==> config.mk <==
export PLATFORM = sky130hd
export DESIGN_NAME = serial_tx8
export DESIGN_NICKNAME = d
export VERILOG_FILES = /design/src/rtl/serial_tx8.sv
export SDC_FILE = /design/constraint.sdc
export NUM_CORES = 1
export LEC_CHECK = 0
export BUFFER_PORTS_ARGS = -buffer_cell sky130_fd_sc_hd__buf_2
export CAP_MARGIN = 25
export CORE_MARGIN = 2
export CORE_UTILIZATION = 47
export CTS_CLUSTER_DIAMETER = 60
export CTS_CLUSTER_SIZE = 30
export DETAILED_ROUTE_END_ITERATION = 10
export PLACE_DENSITY = 0.71
export SLEW_MARGIN = 15
export SYNTH_ARGS = -nofsm -noshare
export SYNTH_HDL_FRONTEND = slang
export SYNTH_SLANG_ARGS = --single-unit
==> constraint.sdc <==
create_clock -name clk -period 1.4 [get_ports clk]
set_input_delay 0.21 -clock clk [delete_from_list [all_inputs] [get_ports clk]]
set_output_delay 0.21 -clock clk [all_outputs]
set_load 0.1 [all_outputs]
==> src/rtl/serial_tx8.sv <==
// serial_tx8: 8-bit serial transmitter, frame = start(0), 8 data bits LSB first, stop(1).
// Every bit is held for BIT_CYCLES clocks. All outputs are registered.
// Ports:
//   clk      rising-edge clock
//   rst      synchronous active-high reset
//   data_in  parallel byte, captured only when a load is accepted
//   load     transmit request, accepted only while ready=1
//   ready    idle and able to accept load
//   busy     frame in progress on sout
//   done     one-cycle pulse in the last stop-bit cycle
//   sout     serial line, idles high
module serial_tx8 #(
   parameter int unsigned BIT_CYCLES = 4
) (
   input  logic       clk,
   input  logic       rst,
   input  logic [7:0] data_in,
   input  logic       load,
   output logic       ready,
   output logic       busy,
   output logic       done,
   output logic       sout
);

   // Counter must hold BIT_CYCLES-1; keep at least one bit so BIT_CYCLES=1 still builds.
   localparam int unsigned CNT_W = (BIT_CYCLES > 1) ? $clog2(BIT_CYCLES) : 1;
   localparam logic [CNT_W-1:0] CNT_LAST = CNT_W'(BIT_CYCLES - 1);

   typedef enum logic [1:0] {
      IDLE  = 2'd0,
      START = 2'd1,
      DATA  = 2'd2,
      STOP  = 2'd3
   } state_t;

   state_t           state, state_d;
   logic [CNT_W-1:0] cnt, cnt_d;
   logic [2:0]       bit_idx, bit_idx_d;
   logic [7:0]       shreg, shreg_d;
   logic             bit_end;

   logic             sout_d;
   logic             ready_d;
   logic             busy_d;
   logic             done_d;

   assign bit_end = (cnt == CNT_LAST);

   // State and output registers; outputs are loaded from values decoded off the next state.
   always_ff @(posedge clk) begin
      if (rst) begin
         state   <= IDLE;
         cnt     <= '0;
         bit_idx <= '0;
         shreg   <= '0;
         sout    <= 1'b1;
         ready   <= 1'b1;
         busy    <= 1'b0;
         done    <= 1'b0;
      end else begin
         state   <= state_d;
         cnt     <= cnt_d;
         bit_idx <= bit_idx_d;
         shreg   <= shreg_d;
         sout    <= sout_d;
         ready   <= ready_d;
         busy    <= busy_d;
         done    <= done_d;
      end
   end

   // Next-state logic: bit timing, bit index and shift register.
   always_comb begin
      state_d   = state;
      cnt_d     = cnt;
      bit_idx_d = bit_idx;
      shreg_d   = shreg;
      case (state)
         IDLE: begin
            if (load) begin
               state_d   = START;
               cnt_d     = '0;
               bit_idx_d = '0;
               shreg_d   = data_in;
            end
         end
         START: begin
            if (bit_end) begin
               state_d = DATA;
               cnt_d   = '0;
            end else begin
               cnt_d = cnt + CNT_W'(1);
            end
         end
         DATA: begin
            if (bit_end) begin
               cnt_d   = '0;
               shreg_d = {1'b0, shreg[7:1]};
               if (bit_idx == 3'd7) begin
                  state_d = STOP;
               end else begin
                  bit_idx_d = bit_idx + 3'd1;
               end
            end else begin
               cnt_d = cnt + CNT_W'(1);
            end
         end
         STOP: begin
            if (bit_end) begin
               state_d = IDLE;
               cnt_d   = '0;
            end else begin
               cnt_d = cnt + CNT_W'(1);
            end
         end
         default: begin
            state_d = IDLE;
            cnt_d   = '0;
         end
      endcase
   end

   // Output decode from the next state so registered outputs line up with the state they describe.
   always_comb begin
      sout_d  = 1'b1;
      ready_d = 1'b0;
      busy_d  = 1'b1;
      done_d  = 1'b0;
      case (state_d)
         IDLE: begin
            ready_d = 1'b1;
            busy_d  = 1'b0;
         end
         START: sout_d = 1'b0;
         DATA:  sout_d = shreg_d[0];
         STOP:  done_d = (cnt_d == CNT_LAST);
         default: begin
            ready_d = 1'b1;
            busy_d  = 1'b0;
         end
      endcase
   end

endmodule

==> summary.md <==
| Metric | Value |
|---|---|
| Synth top area share | `0.437` |
| Syn. warnings | `0` |
| Hold Slack | `0.195 ns` |
| Die Area | `2210 um2` |
| TritonCTS clock tree | `done` |
| Slew margin rel. | `0.677` |
| Final cycle utilization of the critical path | `0.979` |
| Cts bufs inserted | `3` |
| Critical path class | `reg -> reg` |
| Worst min-delay path class | `in -> reg` |
| Initial core utilization | `0.504` |
| Final-report max-slew violation count | `0` |
| I/O Pins | `15` |
| Setup slack, reg-to-reg | `0.03 ns` |
| Synth top area cells | `dfxtp_1, a22oi_1, a21oi_1` |
| Fillers | `157` |
| Critical path startpoint category | `flip-flop` |
| Die H | `47.0 um` |
| Sequential area share after synthesis | `0.437` |
| 1st-iter DRT viols | `7` |
| Drt pass-1 iters | `4` |
| Worst Tran Pin Value | `0.489 ns` |
| Mux contribution to synthesized area | `0.0345` |
| Leak pwr | `0.478 nW` |
| Seq cells post-synth | `19` |
| Peak Freq | `0.730 GHz` |
| Worst-Skew Late Latency | `0.29 ns` |
| Period minus WS final | `1.37 ns` |
| Syn Nets | `100` |
| Placed cells | `130` |
| Routed WL per cell | `12.4 um` |
| Clock Skews | `0.00609 ns` |
| Post-DP Area | `1010 um2` |
| Layout cells sized above 1 | `0.391` |
| Root Buffer | `clkbuf_4` |
| DRC Markers | `0` |
| CP peak stage delay | `0.35 ns` |
| IO buf count | `14` |
| Final non-filler cell total | `135` |
| Compound-Gate Fraction of Synth Area | `0.194` |
| Chip width | `47.0 um` |
| Avg Cell Area, Syn | `10.1 um2` |
| Routed WL | `1670 um` |
| Nets | `125` |
| CTS Buffer Depth | `2` |
| Status | `completed` |
| Worst setup margin | `0.0301 ns` |
| Cell Area, Synth | `871 um2` |
| CP delay by family, top | `flip-flops` |
| Placeable Area | `1730 um2` |
| Initial antenna violation count | `0` |
| Antenna Diode Count | `0` |
| CP max FO | `3` |
| RSZ-0062 raised after global routing | `true` |
| CTS Sinks | `19` |
| Most frequent CP cell | `ha_4` |
| H-Tree Depth | `1` |
| Hold-fix buffer count after cts | `0` |
| Synthesized instance count | `86` |
| Crit-path cells | `ha_4, ha_4, nand3b_4, a21oi_4, mux2i_1, nor2_1` |
| First-pass GRT wire length | `2510 um` |
| Post-synth cell types | `29` |
| Vias in the first global route | `607` |
| Endpoints failing setup | `0` |
| Via count | `676` |
| Site Rows | `15` |
| Layout area overhead | `25.3%` |
| Worst Path Required | `1.58 ns` |
| Remaining Overflow, GRT | `0` |
| Post-DRT Antenna Nets | `0` |
| Max-Cap Viols | `0` |
| Post-synth top area cell | `dfxtp_1` |
| Final Hold Vio Count | `0` |
| Largest family of logic cells by synthesized area | `simple AND/OR/NAND/NOR gates` |
| Post-Synth Adder-Cell Area | `0.0431` |
| Clock transition at path regs | `0.11 ns` |
| Post-Synth XOR/XNOR Area | `0.0101` |
| DP Worst Slack | `-0.0644 ns` |
| CP max stage cell | `dfxtp_2` |
| Power density over cell area | `944 nW/um2` |
| Post-Synth Simple-Gate Area | `0.234` |
| Arrival time worst endpoint | `1.55 ns` |
| Largest net degree at the start of global routing | `18` |
| Gr usage total | `0.163` |
| Gpl congestion | `0.785` |
| Maximum vdd ir drop | `0.697 mV` |
| Vias per std cell | `5.01` |
| Post-DP HPWL | `1230 um` |
| Util after Layout | `0.632` |
| Worst path buffer plus inverter count | `0` |
| Design Area, Final | `1090 um2` |
| Crit end category | `flip-flop` |
-- cells in the mapped netlist --
library cell,n
a21oi_1,9
nand3b_1,2
nand3b_4,1
a32oi_1,1
o31ai_4,1
a2bb2oi_1,1
inv_1,1
xor2_1,1
o21ai_0,2
mux2i_1,3
and3_1,1
a31oi_1,1
a21oi_4,1
nor3b_2,1
nor2b_1,1
ha_1,3
nor2_1,9
nor3b_4,1
a22oi_1,7
nand2_2,1
nor2_4,1
nand2b_1,1
buf_4,1
nand2_1,7
nor3b_1,2
clkbuf_1,2
dfxtp_1,19
and3b_1,3
buf_6,2
-- logic make-up (layout without fill, tap and decap cells) --
group,after synthesis,after routing
simple gates,31,31
compound gates,23,23
flops,19,19
buf+inv,6,30
fa+ha+maj,3,3
mux,3,3
xor+xnor,1,1
-- flip-flops by register name (all words and copies together) (netlist names) --
signal	flops
shreg	8
bit_idx	3
cnt	2
state	2
busy	1
done	1
ready	1
sout	1
-- power by group --
group,leakage [nW],switching (mW),internal [mW]
clock network,0.0177,0.167,0.106
logic,0.303,0.108,0.0654
registers,0.157,0.0169,0.567
-- worst min-delay path, stage by stage --
cell     delay, ns
buf_2         0.08
a22oi_1       0.06
a21oi_1       0.11
-- per-stage QoR --
step                      TNS, ns  power, mW
after floorplan                 0      0.719
after global placement    -0.0537      0.760
after detailed placement   -0.252      0.764
after CTS                 -0.0349       1.05
after global routing      -0.0956       1.08
final                           0       1.03
-- final cells by class --
cell class                      instances  area, um2  area share
Sequential cell                        19        384       0.352
Inverter                                1       3.75     0.00344
Tap cell                               25       31.3      0.0287
Clock buffer                            3       22.5      0.0206
Timing Repair Buffer                   25        153       0.140
Clock inverter                          1       5.00     0.00459
Multi-Input combinational cell         61        492       0.451
-- repair_timing --
action                                  in CTS  in global routing
gates resized for setup                      9                  1
endpoints found under the setup margin       6                 12
gates cloned                                 0                  0
pin swaps                                    2                  5
buffers inserted                             1                  0
-- per-layer routing --
metal | part of all wire | GRT usage | vias up
met5 | 0 | 0 | -
met4 | 0.0072 | 0.0833 | 0
met3 | 0.023 | 0.0231 | 2
met2 | 0.48 | 0.268 | 10
met1 | 0.49 | 0.206 | 311
li1 | - | - | 353
-- cell usage in the layout (no fill, tap or decap), types with 2 or more instances in the layout --
cell type / Yosys / routed
a22oi_1: 7 / 7
nor2_1: 9 / 9
nor3b_1: 2 / 2
buf_2: 0 / 14
mux2i_1: 3 / 3
dfxtp_1: 19 / 16
nand3b_1: 2 / 2
buf_4: 1 / 11
dfxtp_2: 0 / 3
nand2_1: 7 / 7
clkbuf_4: 0 / 3
a21oi_1: 9 / 9
and3b_1: 3 / 3
o21ai_0: 2 / 2
ha_4: 0 / 3
-- worst paths after layout --
path / startpoint / end / depth (start not counted)
worst max register to register: bit_idx[1] / bit_idx[0] / 6
worst max-delay path: bit_idx[1] / bit_idx[0] / 6
worst min-delay path: data_in[2] / shreg[2] / 3
worst min register to register: shreg[5] / shreg[5] / 2
(Power assumes the default switching activity.)
